## config.mk

```make
export PLATFORM = sky130hd
export DESIGN_NAME = sumador_serial_flat
export DESIGN_NICKNAME = d
export VERILOG_FILES = /design/src/rtl/sumador_serial_if.sv /design/src/rtl/sumador_serial.sv /design/src/flat_wrapper.sv
export SDC_FILE = /design/constraint.sdc
export NUM_CORES = 1
export LEC_CHECK = 0
export ABC_AREA = 0
export CAP_MARGIN = 10
export CORE_UTILIZATION = 44
export DETAILED_ROUTE_END_ITERATION = 8
export GPL_TIMING_DRIVEN = 0
export PLACE_DENSITY_LB_ADDON = 0.12
export SYNTH_ARGS = -nofsm -noshare
export SYNTH_HDL_FRONTEND = slang
export SYNTH_SLANG_ARGS = --single-unit
```

## constraint.sdc

```tcl
create_clock -name clk -period 1.31 [get_ports clk]
set_input_delay 0.1965 -clock clk [delete_from_list [all_inputs] [get_ports clk]]
set_output_delay 0.1965 -clock clk [all_outputs]
set_load 0.05 [all_outputs]
```

## src/rtl/sumador_serial_if.sv

```systemverilog
// Handshake bundle for the bit-serial adder.
// The master drives operands and start; the slave returns the result.
interface sumador_serial_if #(
    parameter int N = 8
);
    logic         start;
    logic [N-1:0] a;
    logic [N-1:0] b;
    logic         busy;
    logic         done;
    logic [N-1:0] suma;
    logic         acarreo;

    modport master (
        output start, a, b,
        input  busy, done, suma, acarreo
    );

    modport slave (
        input  start, a, b,
        output busy, done, suma, acarreo
    );
endinterface

```

## src/rtl/sumador_serial.sv

```systemverilog
// Bit-serial N-bit adder: one full-adder slice built from two
// half-adder cells, processing one operand bit per clock, LSB first.
module medio_sumador (
    input  logic a_i,
    input  logic b_i,
    output logic s_o,
    output logic c_o
);
    xor g_s (s_o, a_i, b_i);
    and g_c (c_o, a_i, b_i);
endmodule

module sumador_serial #(
    parameter int N = 8
) (
    input  logic            clk,
    input  logic            rst,
    sumador_serial_if.slave bus
);
    localparam int CW = (N > 1) ? $clog2(N) : 1;
    localparam logic [CW-1:0] ULTIMO = CW'(N - 1);

    typedef enum logic [1:0] {
        IDLE,
        SUMA,
        FIN
    } estado_t;

    estado_t       estado_q, estado_d;
    logic [N-1:0]  a_q, a_d;
    logic [N-1:0]  b_q, b_d;
    logic [N-1:0]  sum_q, sum_d;
    logic          c_q, c_d;
    logic [CW-1:0] cnt_q, cnt_d;
    logic [N-1:0]  suma_q, suma_d;
    logic          acarreo_q, acarreo_d;

    logic s1, c1, s_bit, c2, c_nuevo;

    medio_sumador u_ha0 (
        .a_i (a_q[0]),
        .b_i (b_q[0]),
        .s_o (s1),
        .c_o (c1)
    );

    medio_sumador u_ha1 (
        .a_i (s1),
        .b_i (c_q),
        .s_o (s_bit),
        .c_o (c2)
    );

    assign c_nuevo = c1 | c2;

    // Next state: load on start, shift one bit per cycle, publish at the end
    always_comb begin
        estado_d  = estado_q;
        a_d       = a_q;
        b_d       = b_q;
        sum_d     = sum_q;
        c_d       = c_q;
        cnt_d     = cnt_q;
        suma_d    = suma_q;
        acarreo_d = acarreo_q;
        unique case (estado_q)
            IDLE: begin
                if (bus.start) begin
                    a_d      = bus.a;
                    b_d      = bus.b;
                    c_d      = 1'b0;
                    cnt_d    = '0;
                    estado_d = SUMA;
                end
            end
            SUMA: begin
                a_d   = a_q >> 1;
                b_d   = b_q >> 1;
                sum_d = {s_bit, sum_q[N-1:1]};
                c_d   = c_nuevo;
                cnt_d = cnt_q + 1'b1;
                if (cnt_q == ULTIMO) begin
                    suma_d    = {s_bit, sum_q[N-1:1]};
                    acarreo_d = c_nuevo;
                    cnt_d     = '0;
                    estado_d  = FIN;
                end
            end
            FIN: begin
                estado_d = IDLE;
            end
            default: begin
                estado_d = IDLE;
            end
        endcase
    end

    // State and datapath registers with synchronous reset
    always_ff @(posedge clk) begin
        if (rst) begin
            estado_q  <= IDLE;
            a_q       <= '0;
            b_q       <= '0;
            sum_q     <= '0;
            c_q       <= 1'b0;
            cnt_q     <= '0;
            suma_q    <= '0;
            acarreo_q <= 1'b0;
        end else begin
            estado_q  <= estado_d;
            a_q       <= a_d;
            b_q       <= b_d;
            sum_q     <= sum_d;
            c_q       <= c_d;
            cnt_q     <= cnt_d;
            suma_q    <= suma_d;
            acarreo_q <= acarreo_d;
        end
    end

    assign bus.busy    = (estado_q != IDLE);
    assign bus.done    = (estado_q == FIN);
    assign bus.suma    = suma_q;
    assign bus.acarreo = acarreo_q;
endmodule

```

## src/flat_wrapper.sv

```systemverilog
// flat-port wrapper written by rule: the top's interface ports become plain ports
module sumador_serial_flat 
#(
    parameter int N = 8
)
  (clk, rst, bus_start, bus_a, bus_b, bus_busy, bus_done, bus_suma, bus_acarreo);
  sumador_serial_if #(.N(N)) bus_i ();
  input  logic clk;
  input  logic rst;
  input wire logic [$bits(bus_i.start)-1:0] bus_start;
  input wire logic [$bits(bus_i.a)-1:0] bus_a;
  input wire logic [$bits(bus_i.b)-1:0] bus_b;
  output wire logic [$bits(bus_i.busy)-1:0] bus_busy;
  output wire logic [$bits(bus_i.done)-1:0] bus_done;
  output wire logic [$bits(bus_i.suma)-1:0] bus_suma;
  output wire logic [$bits(bus_i.acarreo)-1:0] bus_acarreo;
  assign bus_i.start = bus_start;
  assign bus_i.a = bus_a;
  assign bus_i.b = bus_b;
  assign bus_busy = bus_i.busy;
  assign bus_done = bus_i.done;
  assign bus_suma = bus_i.suma;
  assign bus_acarreo = bus_i.acarreo;
  sumador_serial #(.N(N)) u_core (.clk(clk), .rst(rst), .bus(bus_i));
endmodule
```

# Word level (Yosys, flattened, before mapping)
# Index checks and enable logic that the tools add are counted.
word_totals:
  ff_bits: 39
  input_bits: 19
  out_inout_bits: 11
  wordCells: 37
classes:
  n_addsub: 1
  n_eq_ne: 5
  mux: 12
  bitwise: 5
  n_reduce_logical: 6
op_table:
  columns: ["operator", "n"]
  rows:
  - ["$pmux W8 S2", 2]
  - ["$mux W8", 2]
  - ["$mux W3", 2]
  - ["$pmux W3 S2", 1]
  - ["$reduce_and A2 Y1", 3]
  - ["$mux W2", 2]
  - ["$pmux W2 S2", 1]
  - ["$reduce_bool A2 Y1", 2]
  - ["$add A3 B1 Y3 const B", 1]
  - ["$eq A3 B3 Y1 const B", 1]
  - ["$and A1 B1 Y1", 2]
  - ["$eq A2 B1 Y1 const B", 1]
  - ["$eq A2 B2 Y1 const B", 1]
  - ["$logic_not A2 Y1", 1]
  - ["$ne A2 B1 Y1 const B", 1]
  - ["$ne A2 B2 Y1 const B", 1]
  - ["$pmux W1 S2", 1]
  - ["$xor A1 B1 Y1", 2]
  - ["$mux W1", 1]
  - ["$or A1 B1 Y1", 1]

# Depth between registers and ports, before layout
# Gate-level depths: netlist (run 1).
logic_depth:
  depth_word: 4
  mapped_depth: 6
  mapped_depth_nobuf: 5

# Modules after synthesis
# A second synthesis (run 1) with hierarchy kept.
hier_totals:
  hier_cells: 174
  area_unflattened_um2: 1574.0
modules_own_cells:
  columns: ["mod", "instances", "cells_per_inst", "area_each_um2", "seq_area_each_um2"]
  rows:
  - ["sumador_serial", 1, 172, 1549.0, 760.7]
  - ["medio_sumador", 2, 1, 12.5, 0.0]

# Least setup slack after synthesis (run 1)
# Ideal clock, no wire load.
synth_path:
  path_kind: "reg2out"
  startpoint: "register u_core.estado_q[1]"
  endpoint: "output port bus_done"
  arrival_ns: 1.192
  required_time_ns: 1.113
  slack_ns: -0.079
  path_stages_with_launch: 3
  n_path_buf: 1
  path_cell_list: "dfxtp_1 > buf_2 > nor2b_1"
synth_between:
  elab_chain_cells: 1
synth_lines:
  columns: ["item", "line_no", "rtl"]
  rows:
  - ["start: declaration", "sumador_serial.sv:29", "estado_t estado_q, estado_d;"]
  - ["start signal: assignment", "sumador_serial.sv:110", "estado_q <= estado_d;"]
  - ["$eq A2 B2 Y1", "sumador_serial.sv:122", "assign bus.done = (estado_q == FIN);"]
  - ["end: declaration", "flat_wrapper.sv:14", "output wire logic [$bits(bus_i.done)-1:0] bus_done;"]
# No other way between the ends.

# Worst setup path in the final report (run 1)
layout_path:
  startpoint: "register u_core.estado_q[0]"
  endpoint: "output port bus_busy"
layout_between:
  elab_chain_cells: 1
layout_lines:
  columns: ["item", "line_no", "rtl"]
  rows:
  - ["$reduce_bool A2 Y1", "sumador_serial.sv:121", "assign bus.busy = (estado_q != IDLE);"]
  - ["end: declaration", "flat_wrapper.sv:13", "output wire logic [$bits(bus_i.busy)-1:0] bus_busy;"]
# No other way between the ends.

==> results of run 1 <==
==> power by group <==
| group | internal [W] | switching [W] |
|---|---|---|
| Clock | 0.000646 | 0.000403 |
| Combinational | 0.000159 | 0.000160 |
| Sequential | 0.00121 | 0.0000327 |
==> layout by cell type, fill, tap and decap left out, types with 3 or more instances in the layout <==
cell type	Yosys	routed
sky130_fd_sc_hd__clkbuf_4	0	6
sky130_fd_sc_hd__nor2_1	48	48
sky130_fd_sc_hd__nand2_1	23	22
sky130_fd_sc_hd__nor4_1	14	12
sky130_fd_sc_hd__a22oi_2	0	3
sky130_fd_sc_hd__a21oi_1	18	14
sky130_fd_sc_hd__clkdlybuf4s50_1	0	17
sky130_fd_sc_hd__a21oi_2	0	4
sky130_fd_sc_hd__dfxtp_1	38	34
sky130_fd_sc_hd__buf_2	6	5
sky130_fd_sc_hd__nand3b_1	3	3
sky130_fd_sc_hd__clkbuf_1	6	4
sky130_fd_sc_hd__nand3_1	9	8
sky130_fd_sc_hd__buf_4	0	5
sky130_fd_sc_hd__dfxtp_2	0	3
sky130_fd_sc_hd__buf_6	2	10
sky130_fd_sc_hd__clkdlybuf4s15_2	0	3
==> through the flow <==
| stage | instance area, um^2 | power [W] | hold slack [ns] |
|---|---|---|---|
| 2_1_floorplan | 1520 | 0.00142 | 0.356 |
| 6_report | 2180 | 0.00261 | 0.327 |
| 5_1_grt | 2180 | 0.00271 | 0.346 |
| 3_3_place_gp | 1850 | 0.00152 | 0.444 |
| 3_5_place_dp | 1850 | 0.00152 | 0.446 |
| 4_1_cts | 2060 | 0.00257 | 0.305 |
==> critical path, cell delays in order (launching register included) <==
cell	delay (ns)
sky130_fd_sc_hd__dfxtp_2	0.35
sky130_fd_sc_hd__buf_6	0.13
sky130_fd_sc_hd__or2_4	0.23
sky130_fd_sc_hd__buf_8	0.15
==> cell usage after synthesis (all sizes together), types with 2 or more instances <==
library cell,n,area [um^2]
nor4,14,87.6
ha,2,25.0
nor2,49,186
clkbuf,6,22.5
nand3b,3,22.5
nand2,23,86.3
a22oi,4,30.0
dfxtp,38,761
a21oi,18,90.1
o21ai,2,10.0
nand3,9,45.0
buf,8,52.6
nor2b,3,18.8
==> layout make-up <==
cell class	instances	area share, %
inverter	1	0.173
buffer	12	4.49
tap	44	2.53
clock buffer	6	2.36
sequential	38	35.3
clock inverter	2	2.76
multi-input combinational	136	36.4
timing repair buffer	37	16.0
==> logic make-up (layout without fill, tap and decap cells) <==
group                    Yosys count  after routing  synth area share [%]
multiplexers                       1              1                 0.661
adder cells (fa/ha/maj)            3              3                  2.97
flip-flops                        38             38                  50.2
AND/OR/NAND/NOR                  105            106                  31.2
AO/OA/AOI/OAI                     26             26                  9.74
buffers and inverters             15             58                  5.20
==> metal layers <==
layer  global-route usage, %  share of wire [%]
met1                    26.7                 47
met2                    30.6                 46
met3                    8.32                5.2
met4                    7.79                1.2
met5                       0                  0
==> final timing paths <==
check	endpoint	slack (ns)	cells after the start
setup / recovery	bus_busy	-0.1	3
hold / removal	u_core.a_q[2]$_SDFFE_PP0P_	0.33	2
setup reg to reg	u_core.b_q[6]$_SDFFE_PP0P_	0.01	6
hold reg to reg	u_core.bus.suma[5]$_SDFFE_PP0P_	0.46	2
==> registers in the layout, indices dropped and copies added (netlist names) <==
name	flops
u_core.bus.acarreo	1
u_core.a_q	8
u_core.sum_q	7
u_core.estado_q	2
u_core.cnt_q	3
u_core.b_q	8
u_core.c_q	1
u_core.bus.suma	8
==> repair_timing <==
item,4_1_cts,5_1_grt
hold buffers,0,0
pin swaps,2,5
gates resized for setup,58,44
setup buffers,6,0
endpoints found under the setup margin,31,40
gates cloned,0,4
==> results.txt, run 1 <==
----------------------------------------------------
[Routing]
  Drt pass-1 iters ... 4
  Number of remaining DRC errors ... 0
  Vias/cell ... 5.17
  DRC marker count from the first detailed-route iteration ... 110
  Post-detailed-route count of antenna-violating nets ... 0
  Drt wl/cell ... 13.5 um
  Routed Wire Length ... 3.72 mm
  Via Count ... 1427

[Final layout]
  Post-synthesis to final-layout area growth ... 43.6%
  Diode insertion count for antenna repair ... 0
  Fraction of final layout cells sized beyond drive strength 1 ... 26.3%
  Filler Cells Inserted ... 264
  Number of cells in the finished layout apart from fillers ... 276
  Area of the multi-input gates ... 792 um^2
  FF+latch area ... 768 um^2
  Final core utilization ... 69.0%
  Post-layout net count ... 253

[Setup path]
  Worst setup path startpoint ... u_core.estado_q[0]$_SDFFE_PP0P_
  Signal arrival time at the worst endpoint ... 1.21 ns
  Class of the most critical setup path ... reg2out
  RR Startpoint ... u_core.estado_q[1]$_SDFFE_PP0P_
  Critical path capture point type ... output port
  Critical path launch point type ... flip-flop
  Max FO, Critical Path ... 3
  Data required time of the critical path ... 1.11 ns

[Yosys]
  Prevailing post-synth register cell ... sky130_fd_sc_hd__dfxtp_1
  Synthesized area divided by synthesized cell count ... 8.06 um^2
  Yosys warning total ... 0
  Post-synthesis async set-or-reset flop share ... 0%
  Synthesized flop and latch total ... 38
  Net count after synthesis ... 210
  Register area share after synthesis ... 50.2%
  Post-synthesis instance total ... 188
  Cell area after synthesis ... 1520 um^2
  Number of unique standard cell types used by synthesis ... 24
  EDFF count, synth ... 0

[CTS]
  Clock sinks ... 38
  Insertion delay to the later sink of the worst-skew pair ... 0.36 ns
  Total CTS buffers ... 5
  Buffer type at the clock tree root ... sky130_fd_sc_hd__clkbuf_4
  Number of levels the H-tree was split into ... 2
  Register clock-pin slew on the reported worst setup and hold paths ... 0.11 ns
  Maximum root-to-sink buffer count ... 2
  CTS tree ... built

[Floorplan]
  Site Rows ... 20
  Number of top-level pins ... 30
  Die width ... 60.7 um
  Vertical extent of the die ... 60.7 um
  Starting utilization of the core area ... 48.1%
  Die Area ... 3680 um^2
  Floorplan core area ... 3150 um^2

[Timing]
  Final setup TNS ... -0.0969 ns
  Final Slew Violations ... 0
  Tcrit/Tclk final ... 107%
  Number of hold-slack violations in the final timing report ... 0
  Final setup vio count ... 1
  Worst slew slack as a fraction of its limit ... 56.5%
  Time the final worst path needs with I/O delays and setup ... 1.41 ns
  Achievable Freq ... 0.711 GHz
  Final setup margin ... -0.0969 ns
  Final Skew ... 0.00915 ns
  Worst-Margin Slew ... 0.652 ns
  Unrepaired setup endpoints after global routing ... yes

[Placed design]
  Number of port buffers ... 28
  Worst Setup Slack post-DPL ... -0.423 ns
  Global placer's final weighted congestion ... 0.772
  Post-detailed-placement half-perimeter wirelength ... 2.18 mm
  Number of instances in the placed design ... 260

[Power]
  Power per cell area ... 1200 nW/um^2
  Maximum resistive drop on vdd ... 0.810 mV
  Leakage power total ... 0.843 nW

[Run status]
  Result of the run ... finished, violations left
  Violated checks ... negative setup slack

[Worst hold path]
  Worst min-delay path class ... in2reg
  Startpoint of the most critical hold path ... rst

[Global routing]
  Global-route wire length before repair ... 5.37 mm
  Pin count of the biggest net entering global routing ... 15
  Overflow after GRT ... 0
  Antenna violations before repair ... 0
  Global router's overall resource usage ... 20.5%
  Via count of the first global-routing pass ... 1167

[Flow run]
  MaxCap Viol Count ... 0

----------------------------------------------------
(Power assumes the default switching activity.)
==> run 2, diff against run 1 <==
- GPL_TIMING_DRIVEN: 0 -> default
==> results.txt, run 2 (synthesis gave the netlist of run 1 again) <==
----------------------------------------------------
[Run status]
  Result of the run ... finished, violations left (unchanged)
  Violated checks ... negative setup slack (unchanged)

[Final layout]
  Highest-count cells in the layout ignoring fill and taps ... sky130_fd_sc_hd__nor2_1 (37), sky130_fd_sc_hd__dfxtp_1 (34), sky130_fd_sc_hd__nand2_1 (22), sky130_fd_sc_hd__clkdlybuf4s50_1 (18), sky130_fd_sc_hd__buf_12 (15) (was sky130_fd_sc_hd__nor2_1 (48), sky130_fd_sc_hd__dfxtp_1 (34), sky130_fd_sc_hd__nand2_1 (22), sky130_fd_sc_hd__clkdlybuf4s50_1 (17), sky130_fd_sc_hd__a21oi_1 (14))
  Fraction of final layout cells sized beyond drive strength 1 ... 30.6% (was 26.3%)
  Filler Cells Inserted ... 239 (was 264)
  FF+latch area ... 771 um^2 (was 768 um^2)
  Diode insertion count for antenna repair ... 0 (unchanged)
  Post-layout net count ... 253 (unchanged)
  Area of the multi-input gates ... 759 um^2 (was 792 um^2)
  Most frequent standard cell in the layout excluding fill and tap cells ... sky130_fd_sc_hd__nor2_1 (unchanged)
  Post-synthesis to final-layout area growth ... 55.2% (was 43.6%)

[CTS]
  Number of levels the H-tree was split into ... 2 (unchanged)
  Insertion delay to the later sink of the worst-skew pair ... 0.35 ns (was 0.36 ns)
  Clock sinks ... 38 (unchanged)
  Hold Buf Count CTS ... 0 (unchanged)
  CTS tree ... built (unchanged)
  Register clock-pin slew on the reported worst setup and hold paths ... 0.12 ns (was 0.11 ns)
  Buffer type at the clock tree root ... sky130_fd_sc_hd__clkbuf_4 (unchanged)
  Maximum root-to-sink buffer count ... 2 (unchanged)
  Total CTS buffers ... 5 (unchanged)

[Timing]
  Final setup vio count ... 16 (was 1)
  Achievable Freq ... 0.706 GHz (was 0.711 GHz)
  Worst slew slack as a fraction of its limit ... 83.1% (was 56.5%)
  Final Slew Violations ... 0 (unchanged)
  Smallest hold slack ... 0.429 ns (was 0.327 ns)
  Tcrit/Tclk final ... 108% (was 107%)
  Final Skew ... 0.0122 ns (was 0.00915 ns)
  Worst-Margin Slew ... 0.254 ns (was 0.652 ns)
  Unrepaired setup endpoints after global routing ... yes (unchanged)
  Final setup TNS ... -0.618 ns (was -0.0969 ns)
  Number of hold-slack violations in the final timing report ... 0 (unchanged)
  Final setup margin ... -0.107 ns (was -0.0969 ns)
  Time the final worst path needs with I/O delays and setup ... 1.42 ns (was 1.41 ns)

[Power]
  Power share of the clock group ... 39.6% (was 40.2%)
  Switch share ... 22.8% (was 22.9%)
  Fraction of power consumed by combinational cells ... 13.6% (was 12.2%)
  Leakage power total ... 0.902 nW (was 0.843 nW)
  Seq pwr share ... 46.8% (was 47.5%)
  Total net switching power ... 0.000602 W (was 0.000596 W)
  Power per cell area ... 1120 nW/um^2 (was 1200 nW/um^2)
  Power after layout ... 0.00264 W (was 0.00261 W)
  Cell-internal power ... 0.00204 W (was 0.00201 W)
  Maximum resistive drop on vdd ... 0.659 mV (was 0.810 mV)

[Placed design]
  Worst Setup Slack post-DPL ... -0.180 ns (was -0.423 ns)
  Global placer's final weighted congestion ... 0.742 (was 0.772)
  Number of port buffers ... 29 (was 28)
  Post-detailed-placement half-perimeter wirelength ... 2.16 mm (was 2.18 mm)

[Global routing]
  Overflow after GRT ... 0 (unchanged)
  Antenna violations before repair ... 0 (unchanged)
  Pin count of the biggest net entering global routing ... 23 (was 15)
  Via count of the first global-routing pass ... 1321 (was 1167)
  Global router's overall resource usage ... 20.8% (was 20.5%)
  Global-route wire length before repair ... 5.58 mm (was 5.37 mm)

[Floorplan]
  Number of top-level pins ... 30 (unchanged)
  Die Area ... 3680 um^2 (unchanged)
  Die width ... 60.7 um (unchanged)
  Site Rows ... 20 (unchanged)
  Starting utilization of the core area ... 48.1% (unchanged)
  Floorplan core area ... 3150 um^2 (unchanged)
  Vertical extent of the die ... 60.7 um (unchanged)

[Routing]
  Drt pass-1 iters ... 4 (unchanged)
  Vias/cell ... 5.19 (was 5.17)
  Via Count ... 1433 (was 1427)
  DRC marker count from the first detailed-route iteration ... 92 (was 110)
  Routed Wire Length ... 3.64 mm (was 3.72 mm)
  Drt wl/cell ... 13.2 um (was 13.5 um)
  Post-detailed-route count of antenna-violating nets ... 0 (unchanged)
  Number of remaining DRC errors ... 0 (unchanged)

[Setup path]
  Data required time of the critical path ... 1.11 ns (about the same)
  Class of the most critical setup path ... reg2out (unchanged)
  CP peak stage delay ... 0.37 ns (was 0.35 ns)
  Category of cells accounting for the largest share of critical-path delay ... flip-flops (unchanged)
  Critical path capture point type ... output port (unchanged)
  Number of buffers and inverters on the critical path ... 2 (unchanged)
  Critical path launch point type ... flip-flop (unchanged)
  Max FO, Critical Path ... 3 (unchanged)
  Crit path cell chain ... buf_6 -> or2_4 -> buf_12 (was buf_6 -> or2_4 -> buf_8)
  Signal arrival time at the worst endpoint ... 1.22 ns (was 1.21 ns)
  Slowest cell on the critical path ... sky130_fd_sc_hd__dfxtp_4 (was sky130_fd_sc_hd__dfxtp_2)

[Flow run]
  MaxCap Viol Count ... 0 (unchanged)

[Worst hold path]
  Worst min-delay path class ... in2reg (unchanged)

----------------------------------------------------
-- run 2: cell count changes in the layout (fill, tap and decap cells not counted), moves of 3 or more --
| cell | delta |
|---|---|
| sky130_fd_sc_hd__clkbuf_1 | -4 |
| sky130_fd_sc_hd__buf_6 | -5 |
| sky130_fd_sc_hd__nor2_1 | -11 |
| sky130_fd_sc_hd__nor2_2 | +9 |
| sky130_fd_sc_hd__buf_4 | +5 |
| sky130_fd_sc_hd__buf_12 | +15 |
| sky130_fd_sc_hd__buf_2 | -5 |
| sky130_fd_sc_hd__clkdlybuf4s15_2 | -3 |
-- run 2: cell type report --
cell class / instances / area share, %
inverter: 1 / 0.160
sequential: 38 / 32.8
tap: 44 / 2.34
clock buffer: 6 / 2.18
clock inverter: 2 / 2.55
multi-input combinational: 135 / 32.3
timing repair buffer: 50 / 27.7
-- run 2: worst paths after layout --
kind,startpoint,end,slack (ns),cells after the start
worst min register to register,u_core.sum_q[6]$_SDFFE_PP0P_,u_core.sum_q[5]$_SDFFE_PP0P_,0.47,2
worst max register to register,u_core.estado_q[0]$_SDFFE_PP0P_,u_core.a_q[4]$_SDFFE_PP0P_,-0.05,5
worst max-delay path,u_core.estado_q[0]$_SDFFE_PP0P_,bus_busy,-0.11,3
worst min-delay path,bus_b[3],u_core.b_q[3]$_SDFFE_PP0P_,0.43,3
-- run 2: what timing repair did --
action	CTS	global route
setup endpoints to repair	2	27
gates resized for setup	8	34
pin swaps	1	7
buffers inserted	4	2
cloned	0	3
-- run 2: per-stage QoR --
stage / cell area (um^2) / std cells / util [%]
after floorplan: 1520 / 188 / -
after global placement: 2040 / 259 / 64.6
after detailed placement: 2040 / 259 / 64.6
after CTS: 2200 / 271 / 69.8
after global routing: 2350 / 276 / 74.6
final: 2350 / 276 / 74.6
-- run 2: power by group through the flow --
stage          registers [W]  clock network (W)  logic (W)
5_1_grt              0.00124            0.00111   0.000389
4_1_cts              0.00123            0.00105   0.000308
3_3_place_gp         0.00126                  0   0.000284
3_5_place_dp         0.00126                  0   0.000293
6_report             0.00124            0.00105   0.000359
2_1_floorplan        0.00126                  0   0.000167
-- run 2: layer usage --
metal / up-vias / global-route usage, % / wire (um) / share of wire (%)
met2: 44 / 35.3 / 1700 / 47
li1: 719 / - / - / -
met5: - / 0 / 0 / 0
met4: 0 / 6.82 / 57 / 1.6
met1: 663 / 25.2 / 1680 / 46
met3: 7 / 6.40 / 207 / 5.7
-- run 2: tightest hold or removal path, cell delays in order --
cell and delay [ns]:
sky130_fd_sc_hd__clkdlybuf4s50_1 0.40, sky130_fd_sc_hd__nor2_1 0.10, sky130_fd_sc_hd__nor4_1 0.05
